$ cat src/rtl/junction_scheduler.sv
`timescale 1ns/1ps
// -----------------------------------------------------------------------------
// junction_scheduler
//
// Shares one road junction between two Traffic_Light units, A and B.
// Requests are edge-detected and latched, then arbitrated round-robin.
// The granted unit receives a one-cycle start pulse. The scheduler then times
// the unit's light sequence (RUN) and an all-red clearance gap (CLEAR) before
// it returns to IDLE and can issue the next grant.
//
// Handshake: there is no back-pressure. A request is a rising edge on req_x.
// It is held in pending[x] until the grant to side x leaves START. A new rising
// edge in that same cycle keeps pending[x] set.
//
// Ports
//   clock    in   1  system clock, rising edge
//   reset    in   1  synchronous, active-high reset
//   req_a    in   1  request from side A (level; rising edge = one request)
//   req_b    in   1  request from side B
//   start_a  out  1  one-cycle start pulse to Traffic_Light A
//   start_b  out  1  one-cycle start pulse to Traffic_Light B
//   grant_a  out  1  side A owns the junction (START + RUN)
//   grant_b  out  1  side B owns the junction (START + RUN)
//   all_red  out  1  clearance gap active (CLEAR)
//   busy     out  1  scheduler is not IDLE
//   pending  out  2  {pend_b, pend_a} latched requests
// -----------------------------------------------------------------------------
module junction_scheduler #(
  parameter int RUN_TICKS   = 11,
  parameter int CLEAR_TICKS = 2,
  parameter int CNT_W       = 8
) (
  input  logic       clock,
  input  logic       reset,
  input  logic       req_a,
  input  logic       req_b,
  output logic       start_a,
  output logic       start_b,
  output logic       grant_a,
  output logic       grant_b,
  output logic       all_red,
  output logic       busy,
  output logic [1:0] pending
);

  typedef enum logic [1:0] {
    IDLE  = 2'd0,
    START = 2'd1,
    RUN   = 2'd2,
    CLEAR = 2'd3
  } state_t;

  // Side encoding used by gnt/last: 0 = A, 1 = B.
  localparam logic SIDE_A = 1'b0;
  localparam logic SIDE_B = 1'b1;

  // Reload values. The counter counts down to zero, so a phase lasts load+1 cycles.
  localparam logic [CNT_W-1:0] RUN_LOAD   = CNT_W'(RUN_TICKS - 1);
  localparam logic [CNT_W-1:0] CLEAR_LOAD = CNT_W'(CLEAR_TICKS - 1);
  localparam logic [CNT_W-1:0] CNT_ONE    = CNT_W'(1);
  localparam logic [CNT_W-1:0] CNT_ZERO   = '0;

  state_t           state_q, state_d;
  logic [CNT_W-1:0] cnt_q, cnt_d;
  logic [1:0]       pend_q, pend_d;
  logic [1:0]       req_q;
  logic             last_q, last_d;
  logic             gnt_q, gnt_d;

  logic [1:0]       rise;
  logic [1:0]       pend_clr;

  // Internal visibility of the FSM state, kept under a stable name.
  state_t           state_dbg;
  assign state_dbg = state_q;

  // Sequential state
  always_ff @(posedge clock) begin
    if (reset) begin
      state_q <= IDLE;
      cnt_q   <= '0;
      pend_q  <= 2'b00;
      req_q   <= 2'b00;
      last_q  <= SIDE_B;  // makes A win the first tie after reset
      gnt_q   <= SIDE_A;
    end else begin
      state_q <= state_d;
      cnt_q   <= cnt_d;
      pend_q  <= pend_d;
      req_q   <= {req_b, req_a};
      last_q  <= last_d;
      gnt_q   <= gnt_d;
    end
  end

  // Next-state logic, arbitration and request bookkeeping
  always_comb begin
    state_d  = state_q;
    cnt_d    = cnt_q;
    last_d   = last_q;
    gnt_d    = gnt_q;
    pend_clr = 2'b00;

    // req_q is cleared by reset. A level already high at release therefore
    // shows up as one rise.
    rise = {req_b, req_a} & ~req_q;

    case (state_q)
      IDLE: begin
        if (pend_q != 2'b00) begin
          state_d = START;
          cnt_d   = CNT_ZERO;
          if (pend_q == 2'b11) begin
            gnt_d = ~last_q;      // tie: serve the side not served last
          end else begin
            gnt_d = pend_q[1];    // only one side is pending: that side
          end
        end
      end

      START: begin
        state_d  = RUN;
        cnt_d    = RUN_LOAD;
        last_d   = gnt_q;
        pend_clr = (gnt_q == SIDE_B) ? 2'b10 : 2'b01;
      end

      RUN: begin
        if (cnt_q == CNT_ZERO) begin
          state_d = CLEAR;
          cnt_d   = CLEAR_LOAD;
        end else begin
          cnt_d = cnt_q - CNT_ONE;
        end
      end

      CLEAR: begin
        if (cnt_q == CNT_ZERO) begin
          state_d = IDLE;
          cnt_d   = CNT_ZERO;
        end else begin
          cnt_d = cnt_q - CNT_ONE;
        end
      end

      default: begin
        state_d = IDLE;
        cnt_d   = CNT_ZERO;
      end
    endcase

    // Set wins over clear, so a press in the START cycle is not lost.
    pend_d = (pend_q & ~pend_clr) | rise;
  end

  // Outputs are decoded only from registered state and grant.
  assign start_a = (state_q == START) && (gnt_q == SIDE_A);
  assign start_b = (state_q == START) && (gnt_q == SIDE_B);
  assign grant_a = ((state_q == START) || (state_q == RUN)) && (gnt_q == SIDE_A);
  assign grant_b = ((state_q == START) || (state_q == RUN)) && (gnt_q == SIDE_B);
  assign all_red = (state_q == CLEAR);
  assign busy    = (state_q != IDLE);
  assign pending = pend_q;

endmodule

$ cat config.mk
export PLATFORM = sky130hd
export DESIGN_NAME = junction_scheduler
export DESIGN_NICKNAME = d
export VERILOG_FILES = /design/src/rtl/junction_scheduler.sv
export SDC_FILE = /design/constraint.sdc
export NUM_CORES = 1
export LEC_CHECK = 0
export ABC_AREA = 1
export BUFFER_PORTS_ARGS = -buffer_cell sky130_fd_sc_hd__clkbuf_2
export CORE_UTILIZATION = 55
export DETAILED_ROUTE_END_ITERATION = 8
export GPL_TIMING_DRIVEN = 0
export HOLD_SLACK_MARGIN = 0.15
export MAX_ROUTING_LAYER = met4
export PLACE_DENSITY = 0.73
export SLEW_MARGIN = 20
export SYNTH_ARGS = -nofsm -noshare
export SYNTH_HDL_FRONTEND = slang
export SYNTH_SLANG_ARGS = --single-unit
export TNS_END_PERCENT = 100
$ cat constraint.sdc
create_clock -name clock -period 1.89 [get_ports clock]
set_input_delay 0.4725 -clock clock [delete_from_list [all_inputs] [get_ports clock]]
set_output_delay 0.4725 -clock clock [all_outputs]
set_load 0.03 [all_outputs]
* Yosys cells after proc, flatten, opt, wreduce, memory -nomap -nowiden
Index checks and enable logic that the tools add are counted.
** Storage, ports and cells
- Bits of input ports :: 4
- Register bits :: 16
- Word-level logic and storage cells :: 43
- Output and inout port bits :: 8
** Cells by class
- Bitwise operators :: 7
- $add $sub $neg :: 1
- Mux-type cells :: 11
- Reductions and logical operators :: 11
- Eq/ne operators :: 7
** Operator list (number)
- $pmux 8 s4 :: 1
- $mux 8 :: 3
- $mux 2 :: 5
- $logic_not 8->1 :: 1
- $pmux 2 s4 :: 1
- $sub 8x1->8 const B :: 1
- $eq 2x2->1 const B :: 3
- $and 2x2->2 :: 2
- $logic_and 1x1->1 :: 4
- $ne 2x2->1 const B :: 2
- $not 2->2 :: 2
- $reduce_bool 2->1 :: 2
- $reduce_and 3->1 :: 1
- $eq 2x1->1 const B :: 1
- $logic_not 2->1 :: 1
- $ne 2x1->1 const B :: 1
- $not 1->1 :: 2
- $or 2x2->2 :: 1
- $reduce_and 2->1 :: 1
- $logic_or 1x1->1 :: 1
- $mux 1 :: 1

* Longest topological paths before layout
Gate-level depths: netlist of run 1.
- Depth after elaboration :: 5
- Gate-level depth with buffers :: 9
- Mapped depth without buffers :: 9

* Worst setup path before layout of run 1
Ideal clock, no wire load.
- Path type :: register to output
- Start :: reg state_q[1] (netlist: state_dbg[1])
- End :: out grant_a
- Cell stages (with the launch flop) :: 5
- Slack :: 0.224 ns
- Required time :: 1.417 ns
- Arrival time :: 1.194 ns
- Path buffers :: 0
- Cell sequence :: dfxtp_1 > inv_1 > ha_1 > inv_1 > nor2_1
** On the way
- Cells in the longest elaborated chain, start to end :: 3
- Elaborated cells on any way between the ends :: 4
- Those cells by class :: eq/ne: 2; reduce/logical: 2
** Ends and longest elaborated chain
- start, declared :: line 63 : state_t state_q, state_d;
- start signal, assigned :: line 87 : state_q <= state_d;
- $eq 2x1->1 / $eq 2x2->1 (equally long branches) :: line 159 : assign grant_a = ((state_q == START) || (state_q == RUN)) && (gnt_q == SIDE_A);
- $logic_or 1x1->1 (*) :: line 159
- $logic_and 1x1->1 (*) :: line 159
- end, declared :: line 39 : output logic grant_a,
Mark *: on every way between the ends. The rest lies on a longest branch, timed or not.

* Final worst setup path of run 1
Ends and elaborated chain as after synthesis.

==> key figures, run 1 <==
Run status
  – Status: finished clean

Synth
  – Gate Count Post-Synth: 126
  – Post-synth top area share: 0.3427
  – Asr flop ratio synth: 0
  – Syn nets: 136
  – Commonest cells post-synth: 32 x nand2_1, 17 x nor2_1, 16 x dfxtp_1
  – Mapped cell area: 934.6 um^2
  – Most instantiated library cell after synthesis: nand2_1
  – Share of the yosys chip area belonging to registers: 0.3427
  – Yosys reg bits: 16
  – Count of cell types in the netlist: 21
  – Syn Area/Cell: 7.418 um^2
  – Synth warnings: 0
  – Top cells by area, synth: dfxtp_1 34%, nand2_1 13%, ha_1 8.0%
  – Yosys top cell by area: dfxtp_1
  – Post-synth EDFFs: 0
  – Commonest register cell after synthesis: dfxtp_1

Worst setup path
  – Arr. time, crit path: 1.33 ns
  – Critical Path Stages: 5
  – Worst r2r dst: state_dbg[0]
  – CP endpoint kind: primary output
  – Flop-to-flop setup slack: 0.42 ns
  – CP Max Fanout: 6
  – CP bufs+invs: 3
  – Cell chain of the critical path: inv_1 > ha_4 > inv_1 > nor2_1 > buf_4
  – Slowest cell on crit path: dfxtp_4
  – Critical Path Max Stage Delay: 0.39 ns
  – Crit path top cell by count: inv_1
  – Delay-heaviest family, CP: flip-flops
  – Worst endpoint required time: 1.42 ns
  – Crit Reg-Reg Startpoint: state_dbg[0]
  – Setup CP Type: flop to primary output
  – Reg2Reg Depth: 8
  – Startpoint types: flop

GRT
  – GRT Resource Usage Total: 0.2290
  – Largest net degree at the start of global routing: 11
  – GRT Residual Overflow: 0
  – Initial antenna violation count: 0
  – Vias in the first global route: 780
  – First-pass GRT wire length: 3132 um

Power
  – PD cells: 1708 mW/mm^2
  – VDD IR max: 0.001158 V
  – Total power: 1.825 mW
  – Sw Share: 0.4671
  – Power Internal: 0.9725 mW
  – Clock share of power: 0.125
  – Comb power frac: 0.597
  – Switch Pwr: 0.8523 mW
  – Leak: 0.5241 nW
  – Sequential Power Share: 0.278

Detailed routing
  – Pre-antenna DRT Iters: 4
  – Antenna viol nets, final: 0
  – WL/cell: 10.84 um
  – WL final: 1702 um
  – Residual DRC: 0
  – Via density: 5.242
  – Vias: 823
  – Initial drt markers: 21

STA
  – F_max: 554.6 MHz
  – # setup viols final: 0
  – Final worst-path cycle share: 0.9541
  – Setup TNS: 0 ns
  – Fin. max-slew vios: 0
  – Slew HR: 0.6910
  – Final Hold Fails: 0
  – Final setup skew: 0.003313 ns
  – Tightest Pin Transition: 0.4634 ns
  – Crit path time final: 1.803 ns
  – RSZ-0062 raised after global routing: yes

Die
  – Die area: 0.001868 mm^2
  – Initial Util: 0.6063
  – Area of the core: 0.001541 mm^2
  – Die width: 43.23 um
  – # IOs: 12
  – Die Height: 43.23 um
  – Row count: 14

Run
  – # Max-Cap Violations: 0

Cells and area
  – Number of diodes: 0
  – Non-Filler Instances: 157
  – Area growth syn-to-layout: 14.32%
  – Final Cell Area: 0.001069 mm^2
  – Final Util: 0.6932
  – Share of layout cells above drive strength 1: 0.1986
  – Nets: 152

Clocking
  – Post-CTS setup buffers: 0
  – Worst-Skew Late Latency: 0.28 ns
  – # clock sinks: 16
  – Htree depth: 1
  – CTS max path bufs: 2
  – Num CTS Buffers: 3
  – Root buf cell: clkbuf_4
  – CTS tree: done
  – Clk slew on worst S/H paths: 0.10 ns

Place
  – I/O Buffers: 11
  – Placer Congestion: 0.9087
  – Dpl hpwl: 1319 um
  – DP Area: 0.001010 mm^2
  – Post-Place Cells: 153

Min path
  – Hold Path Class: primary input to flop
  – Hold path endpoint: req_q[0]
  – Hold depth: 3
  – Min-delay src: req_a
==> kinds of logic (layout without fill, tap and decap cells) <==
family	count (synthesis)	count (layout)	share of synthesized area
AO/OA/AOI/OAI	18	18	0.1031
flip-flops	16	16	0.3427
adder cells (fa/ha/maj)	6	6	0.08032
XOR/XNOR	3	3	0.02812
AND/OR/NAND/NOR	67	67	0.3668
buffers and inverters	16	31	0.07898
==> layout by cell type, fill, tap and decap left out, types with 2 or more instances in the layout <==
cell and instances:
nand2_1 32, nor2_1 17, inv_1 14, dfxtp_1 14, a21oi_1 10, clkbuf_2 9
nand3_1 7, o21ai_0 6, ha_1 5, nor2_4 4, clkbuf_4 3, nand2_4 2
xnor2_1 2, buf_4 2
==> metal layers <==
layer / routed length (um) / share of wire / track usage
met1: 800 / 0.47 / 0.2585
met2: 802 / 0.47 / 0.3642
met3: 71 / 0.042 / 0.07234
met4: 27 / 0.016 / 0.1091
met5: 0 / 0 / -
==> final cells by class <==
type,count,area (um^2)
repair buffers,11,60.06
well taps,16,20.02
inverters,15,70.07
clock buffers,4,36.28
flip-flops and latches,16,325.3
plain buffers,1,3.754
fillers,137,473.0
multi-input cells,94,553.0
==> worst max path at each step <==
stage | from | to | slack (ns)
after floorplan | state_dbg[1] | grant_a | 0.22
after global placement | state_dbg[1] | grant_a | 0.29
after detailed placement | state_dbg[1] | grant_a | 0.24
after CTS | state_dbg[1] | grant_a | 0.004
after global routing | state_dbg[1] | start_a | -0.02
final | state_dbg[1] | grant_a | 0.09
==> worst min-delay path, cell delays in order <==
cell	delay [ns]
clkbuf_2	0.08
inv_1	0.06
nor2_1	0.04
==> power groups by stage <==
stage / logic (mW) / registers [mW] / clock network, mW
finish: 1.09 / 0.508 / 0.228
detailed placement: 1.05 / 0.508 / 0
global route: 1.25 / 0.518 / 0.257
CTS: 1.06 / 0.504 / 0.239
floorplan: 0.873 / 0.498 / 0
global placement: 1.03 / 0.503 / 0
==> repair_timing <==
| action | CTS | global route |
|---|---|---|
| resized for setup | 3 | 6 |
| cloned | 0 | 0 |
| setup endpoints to repair | 3 | 4 |
| hold buffers | 0 | 0 |
==> metrics by stage <==
stage          hold slack (ns)  worst slack, ns
6_report                0.3901          0.08678
4_1_cts                 0.3831         0.004304
3_3_place_gp            0.4041           0.2893
5_1_grt                 0.3788         -0.02447
2_1_floorplan           0.3945           0.2240
3_5_place_dp            0.4141           0.2447
==> state kept, by name, indices dropped and copies added, names as in the netlist <==
name and flops:
req_q 2, gnt_q 1, pending 2, state_dbg 2, cnt_q 8, last_q 1
Note: power is estimated with default switching activity, not from simulation.
==> run 2, diff against run 1 <==
- CTS_BUF_LIST: unset -> sky130_fd_sc_hd__clkbuf_16
==> run 2 against run 1 <==
Net effect: die area stayed put; routed wire length is 4.3% higher; global-route usage is 0.36 points higher; design area is 2.1% higher; sequential cell count stayed put; via count is 0.73% higher; register-to-register slack hardly changed; clock power is 81% higher.
==> key figures, run 2 (synthesized netlist as in run 1, its figures left out) <==
GRT
  – First-pass GRT wire length: 3215 um (was 3132 um)
  – Initial antenna violation count: 0 (unchanged)
  – GR Util met1: 0.2637 (was 0.2585)
  – Met3 usage: 0.07234 (unchanged)
  – Vias in the first global route: 791 (was 780)
  – Largest net degree at the start of global routing: 11 (unchanged)
  – Met2 global-route usage: 0.3791 (was 0.3642)
  – GRT Residual Overflow: 0 (unchanged)
  – GRT Resource Usage Total: 0.2326 (was 0.2290)
  – Gr busiest metal: met2 (unchanged)

Power
  – VDD IR max: 0.001615 V (was 0.001158 V)
  – PD cells: 1801 mW/mm^2 (was 1708 mW/mm^2)
  – Leak: 0.5391 nW (was 0.5241 nW)

STA
  – Final setup skew: 0.004317 ns (was 0.003313 ns)
  – # setup viols final: 0 (unchanged)
  – Final worst-path cycle share: 0.9541 (about the same)
  – F_max: 554.5 MHz (was 554.6 MHz)
  – Fin. max-slew vios: 0 (unchanged)
  – Crit path time final: 1.803 ns (about the same)
  – Tightest Pin Transition: 0.4701 ns (was 0.4634 ns)
  – Setup TNS: 0 ns (unchanged)
  – Final Hold Fails: 0 (unchanged)
  – Fin worst setup slack: 0.08669 ns (was 0.08678 ns)
  – Fin Hold WS: 0.4263 ns (was 0.3901 ns)
  – Slew HR: 0.6866 (was 0.6910)
  – RSZ-0062 raised after global routing: no (was yes)

Clocking
  – Htree depth: 1 (unchanged)
  – CTS max path bufs: 2 (unchanged)
  – Worst-Skew Late Latency: 0.25 ns (was 0.28 ns)
  – Hold_buf cts: 0 (unchanged)
  – Clk slew on worst S/H paths: 0.05 ns (was 0.10 ns)
  – Root buf cell: clkbuf_16 (was clkbuf_4)
  – Num CTS Buffers: 3 (unchanged)
  – # clock sinks: 16 (unchanged)
  – CTS tree: done (unchanged)

Worst setup path
  – CP Max Fanout: 6 (unchanged)
  – Setup CP Type: flop to primary output (unchanged)
  – Arr. time, crit path: 1.33 ns (about the same)
  – CP endpoint kind: primary output (unchanged)
  – Worst endpoint required time: 1.42 ns (about the same)
  – Startpoint types: flop (unchanged)

Cells and area
  – Most common cell after layout, fill and taps aside: nand2_1 (unchanged)
  – Share of layout cells above drive strength 1: 0.1844 (was 0.1986)
  – Final Util: 0.7078 (was 0.6932)
  – Max FFs per register: 8 (unchanged)
  – Commonest non-fill, non-tap cells in the layout: 32 x nand2_1, 17 x nor2_1, 14 x inv_1, 14 x dfxtp_1 (was 32 x nand2_1, 17 x nor2_1, 14 x inv_1, 14 x dfxtp_1, 10 x a21oi_1)
  – Number of diodes: 0 (unchanged)
  – Nets: 152 (unchanged)
  – Largest Register: cnt_q (unchanged)
  – Area growth syn-to-layout: 16.73% (was 14.32%)

Place
  – Dpl hpwl: 1319 um (unchanged)
  – Pre-CTS WS: 0.2447 ns (unchanged)
  – I/O Buffers: 11 (unchanged)
  – Placer Congestion: 0.9087 (unchanged)

Min path
  – Hold Path Class: flop to flop (was primary input to flop)

Detailed routing
  – Antenna viol nets, final: 0 (unchanged)
  – Residual DRC: 0 (unchanged)
  – Pre-antenna DRT Iters: 4 (unchanged)
  – Initial drt markers: 12 (was 21)
  – Vias: 829 (was 823)
  – WL final: 1775 um (was 1702 um)
  – Via density: 5.280 (was 5.242)
  – WL/cell: 11.31 um (was 10.84 um)

Run
  – # Max-Cap Violations: 0 (unchanged)

Die
  – Initial Util: 0.6063 (unchanged)
  – Die Height: 43.23 um (unchanged)
  – # IOs: 12 (unchanged)
  – Die area: 0.001868 mm^2 (unchanged)
  – Area of the core: 0.001541 mm^2 (unchanged)
  – Die width: 43.23 um (unchanged)
  – Row count: 14 (unchanged)

Run status
  – Status: finished clean (unchanged)
## run 2: changes by cell type in the layout (fill, tap and decap cells not counted)
cell       change
dfxtp_2        +1
ha_1           +1
dfxtp_4        -1
buf_4          -2
clkbuf_4       -3
clkinv_1       +1
ha_4           -1
clkbuf_2       +1
buf_2          +1
clkbuf_16      +3
clkbuf_8       -1
## run 2: worst paths after layout
check | depth (start not counted) | slack (ns) | to | startpoint
worst max register to register | 8 | 0.41 | state_dbg[0] | state_dbg[1]
worst min register to register | 1 | 0.43 | pending[1] | req_q[1]
worst min-delay path | 1 | 0.43 | pending[1] | req_q[1]
worst max-delay path | 5 | 0.09 | grant_a | state_dbg[1]
## run 2: worst max-delay path, cell delays in order (launching register included)
cell and delay (ns):
dfxtp_2 0.37, inv_1 0.09, ha_1 0.29, inv_1 0.06
nor2_1 0.08, buf_2 0.20
## run 2: power by group
group / internal, mW / switching [mW] / total [mW] / leakage (nW)
Combinational: 0.401 / 0.646 / 1.05 / 0.369
Sequential: 0.416 / 0.0903 / 0.506 / 0.132
Clock: 0.281 / 0.132 / 0.412 / 0.0385
## run 2: final cells by class
class	count	area (um^2)
multi-input combinational	94	540.5
tap	16	20.02
clock inverter	1	3.754
buffer	1	3.754
clock buffer	3	75.07
timing repair buffer	11	55.05
inverter	15	70.07
fill	139	450.4
sequential	16	322.8
## run 2: what timing repair did
| action | CTS | global route |
|---|---|---|
| buffers inserted | 0 | 0 |
| setup endpoints to repair | 1 | 2 |
| hold endpoints to repair | 0 | 0 |
| gates resized for setup | 1 | 2 |
## run 2: metrics by stage
step | cells | area, um^2 | total power [mW]
floorplan | 126 | 934.6 | 1.370
global placement | 153 | 1010 | 1.534
detailed placement | 153 | 1010 | 1.553
CTS | 157 | 1090 | 1.977
global route | 157 | 1091 | 2.151
finish | 157 | 1091 | 1.965
## run 2: per-layer routing
metal	up-vias	part of all wire
met5	-	0
li1	436	-
met2	13	0.47
met1	376	0.48
met3	4	0.037
met4	0	0.012
==> run 3, diff against run 2 <==
- ABC_AREA: 1 -> unset
- CORE_UTILIZATION: 55 -> 54
==> run 3 against run 2 <==
Net effect: worst setup slack got worse by 0.013 ns; sequential power increased by 9.1%; worst hold slack improved by 0.028 ns; largest power group unchanged; combinational power decreased by 5%; power about the same; clock-buffer cell count unchanged; area after synthesis decreased by 7.5%.
==> key figures, run 3 <==
Clocking
  – Root buf cell: clkbuf_16 (unchanged)
  – Worst-Skew Late Latency: 0.25 ns (about the same)
  – CTS tree: done (unchanged)
  – CTS max path bufs: 2 (unchanged)
  – Clk slew on worst S/H paths: 0.05 ns (about the same)
  – Htree depth: 1 (unchanged)
  – Hold_buf cts: 0 (unchanged)
  – # clock sinks: 16 (unchanged)
  – Num CTS Buffers: 3 (unchanged)

Power
  – Total power: 1.963 mW (was 1.965 mW)
  – Sw Share: 0.4234 (was 0.4417)
  – PD cells: 1877 mW/mm^2 (was 1801 mW/mm^2)
  – Leak: 0.4503 nW (was 0.5391 nW)
  – Comb power frac: 0.508 (was 0.533)
  – Clock share of power: 0.210 (about the same)
  – Power Internal: 1.132 mW (was 1.097 mW)
  – Switch Pwr: 0.8313 mW (was 0.8679 mW)
  – VDD IR max: 0.001499 V (was 0.001615 V)
  – Sequential Power Share: 0.281 (was 0.258)

STA
  – F_max: 550.5 MHz (was 554.5 MHz)
  – # setup viols final: 0 (unchanged)
  – Crit path time final: 1.817 ns (was 1.803 ns)
  – Final worst-path cycle share: 0.9612 (was 0.9541)
  – Setup TNS: 0 ns (unchanged)
  – Tightest Pin Transition: 0.4380 ns (was 0.4701 ns)
  – Final setup skew: 0.003608 ns (was 0.004317 ns)
  – Fin. max-slew vios: 0 (unchanged)
  – RSZ-0062 raised after global routing: no (unchanged)
  – Slew HR: 0.7080 (was 0.6866)
  – Final Hold Fails: 0 (unchanged)

Detailed routing
  – Pre-antenna DRT Iters: 5 (was 4)
  – Vias: 723 (was 829)
  – WL/cell: 13.00 um (was 11.31 um)
  – WL final: 1638 um (was 1775 um)
  – Residual DRC: 0 (unchanged)
  – Antenna viol nets, final: 0 (unchanged)
  – Via density: 5.738 (was 5.280)
  – Initial drt markers: 9 (was 12)

Die
  – Area of the core: 0.001506 mm^2 (was 0.001541 mm^2)
  – Initial Util: 0.5739 (was 0.6063)
  – # IOs: 12 (unchanged)
  – Die Height: 42.02 um (was 43.23 um)
  – Die area: 0.001765 mm^2 (was 0.001868 mm^2)
  – Die width: 42.02 um (was 43.23 um)
  – Row count: 14 (unchanged)

Worst setup path
  – Critical Path Max Stage Delay: 0.36 ns (was 0.37 ns)
  – Delay-heaviest family, CP: flip-flops (unchanged)
  – CP bufs+invs: 2 (was 3)
  – Setup CP Type: flop to primary output (unchanged)
  – Arr. time, crit path: 1.34 ns (was 1.33 ns)
  – Worst endpoint required time: 1.42 ns (about the same)
  – Startpoint types: flop (unchanged)
  – CP Max Fanout: 5 (was 6)
  – CP endpoint kind: primary output (unchanged)
  – Slowest cell on crit path: dfxtp_2 (unchanged)
  – Cell chain of the critical path: inv_1 > ha_1 > nor2b_1 > clkbuf_4 (was inv_1 > ha_1 > inv_1 > nor2_1 > buf_2)

Synth
  – Gate Count Post-Synth: 94 (was 126)
  – Top cells by area, synth: dfxtp_1 37%, ha_1 8.7%, nand2b_1 5.1% (was dfxtp_1 34%, nand2_1 13%, ha_1 8.0%)
  – Syn Area/Cell: 9.198 um^2 (was 7.418 um^2)
  – Post-synth top area share: 0.3705 (was 0.3427)
  – Synth Area in XOR/XNOR: 0 (was 0.02811)
  – Synth warnings: 0 (unchanged)
  – Share of the yosys chip area belonging to registers: 0.3705 (was 0.3427)
  – Syn nets: 104 (was 136)
  – Adder-Cell Fraction of Synth Area: 0.08683 (was 0.08032)
  – Commonest register cell after synthesis: dfxtp_1 (unchanged)
  – Asr flop ratio synth: 0 (unchanged)
  – Complex-gate fraction of the synthesized area: 0.2359 (was 0.1031)
  – Multiplexer share of the synthesized area: 0.02315 (was 0)
  – Post-synth EDFFs: 0 (unchanged)
  – Commonest cells post-synth: 16 x dfxtp_1, 8 x inv_1, 7 x a21oi_1, 7 x nand2_1, 7 x nand2b_1 (was 32 x nand2_1, 17 x nor2_1, 16 x dfxtp_1)
  – Largest family of logic cells by synthesized area: simple AND/OR/NAND/NOR gates (unchanged)
  – Mapped cell area: 864.6 um^2 (was 934.6 um^2)
  – Yosys reg bits: 16 (unchanged)
  – Post-Synth Simple-Gate Area: 0.2388 (was 0.3668)
  – Count of cell types in the netlist: 33 (was 21)
  – Most instantiated library cell after synthesis: dfxtp_1 (was nand2_1)
  – Yosys top cell by area: dfxtp_1 (unchanged)

Cells and area
  – Footprint of the multi-input gates: 520.5 um^2 (was 540.5 um^2)
  – Nets: 121 (was 152)
  – Fill cell count: 119 (was 139)
  – Commonest non-fill, non-tap cells in the layout: 14 x dfxtp_1, 10 x clkbuf_2, 8 x inv_1 (was 32 x nand2_1, 17 x nor2_1, 14 x inv_1, 14 x dfxtp_1)
  – Largest Register: cnt_q (unchanged)
  – Most common cell after layout, fill and taps aside: dfxtp_1 (was nand2_1)
  – Area growth syn-to-layout: 20.98% (was 16.73%)
  – Number of diodes: 0 (unchanged)
  – Share of layout cells above drive strength 1: 0.2182 (was 0.1844)
  – Max FFs per register: 8 (unchanged)
  – Reg area: 322.8 um^2 (unchanged)

Place
  – Dpl hpwl: 1173 um (was 1319 um)
  – I/O Buffers: 11 (unchanged)
  – Placer Congestion: 0.7823 (was 0.9087)

GRT
  – GRT Resource Usage Total: 0.2061 (was 0.2326)
  – First-pass GRT wire length: 2670 um (was 3215 um)
  – Largest net degree at the start of global routing: 11 (unchanged)
  – Initial antenna violation count: 0 (unchanged)
  – Vias in the first global route: 642 (was 791)
  – GRT Residual Overflow: 0 (unchanged)

Run
  – # Max-Cap Violations: 0 (unchanged)

Run status
  – Status: finished clean (unchanged)

Min path
  – Hold Path Class: primary input to flop (was flop to flop)
## run 3: cell count changes in the layout (fill, tap and decap cells not counted), moves of 3 or more
cell,delta
a21oi_1,-3
nand2b_1,+7
nand3_1,-7
a31oi_1,+4
nand2_1,-25
inv_1,-6
nor2b_1,+5
nor2_1,-12
o21ai_0,-4
nor2_4,-4
## run 3: cells by family after synthesis
group	Yosys count
multiplexers	2
AO/OA/AOI/OAI	26
buffers and inverters	10
adder cells (fa/ha/maj)	6
AND/OR/NAND/NOR	34
flip-flops	16
## run 3: timing repair
action	4_1_cts	5_1_grt
endpoints found under the setup margin	1	8
gates resized for setup	1	4
pin swaps	0	1
setup buffers	0	1
## run 3: layer usage
metal	share of wire	global-route usage
met5	0	-
met2	0.48	0.3281
met1	0.47	0.2384
met4	0.015	0.1250
met3	0.026	0.04310
## run 3: power groups by stage
stage	clock, mW	sequential (mW)	combinational [mW]
2_1_floorplan	0	0.525	0.755
3_3_place_gp	0	0.535	0.920
3_5_place_dp	0	0.541	0.930
4_1_cts	0.427	0.535	0.950
5_1_grt	0.429	0.566	1.08
6_report	0.413	0.552	0.998
## run 3: worst paths after layout
path | startpoint | end | slack, ns | cells past startpoint
setup / recovery | state_dbg[1] | grant_a | 0.07 | 4
hold / removal | req_a | req_q[0] | 0.45 | 2
setup reg to reg | state_dbg[1] | cnt_q[0] | 0.16 | 6
hold reg to reg | last_q | last_q | 0.48 | 2
## run 3: layout make-up
type	count	area share
repair buffers	12	0.06220
flip-flops and latches	16	0.3086
multi-input cells	68	0.4976
plain buffers	2	0.008373
inverters	8	0.02871
clock buffers	3	0.07177
well taps	16	0.01914
clock inverters	1	0.003589
## run 3: metrics by stage
stage | utilization | area [um^2] | hold WS, ns | setup slack [ns] | cells
2_1_floorplan | - | 864.6 | 0.4416 | 0.1462 | 94
3_3_place_gp | 0.6238 | 939.7 | 0.4541 | 0.07526 | 121
3_5_place_dp | 0.6238 | 939.7 | 0.4691 | 0.07543 | 121
4_1_cts | 0.6777 | 1021 | 0.4515 | 0.008652 | 125
5_1_grt | 0.6944 | 1046 | 0.4764 | 0.02156 | 126
6_report | 0.6944 | 1046 | 0.4539 | 0.07334 | 126
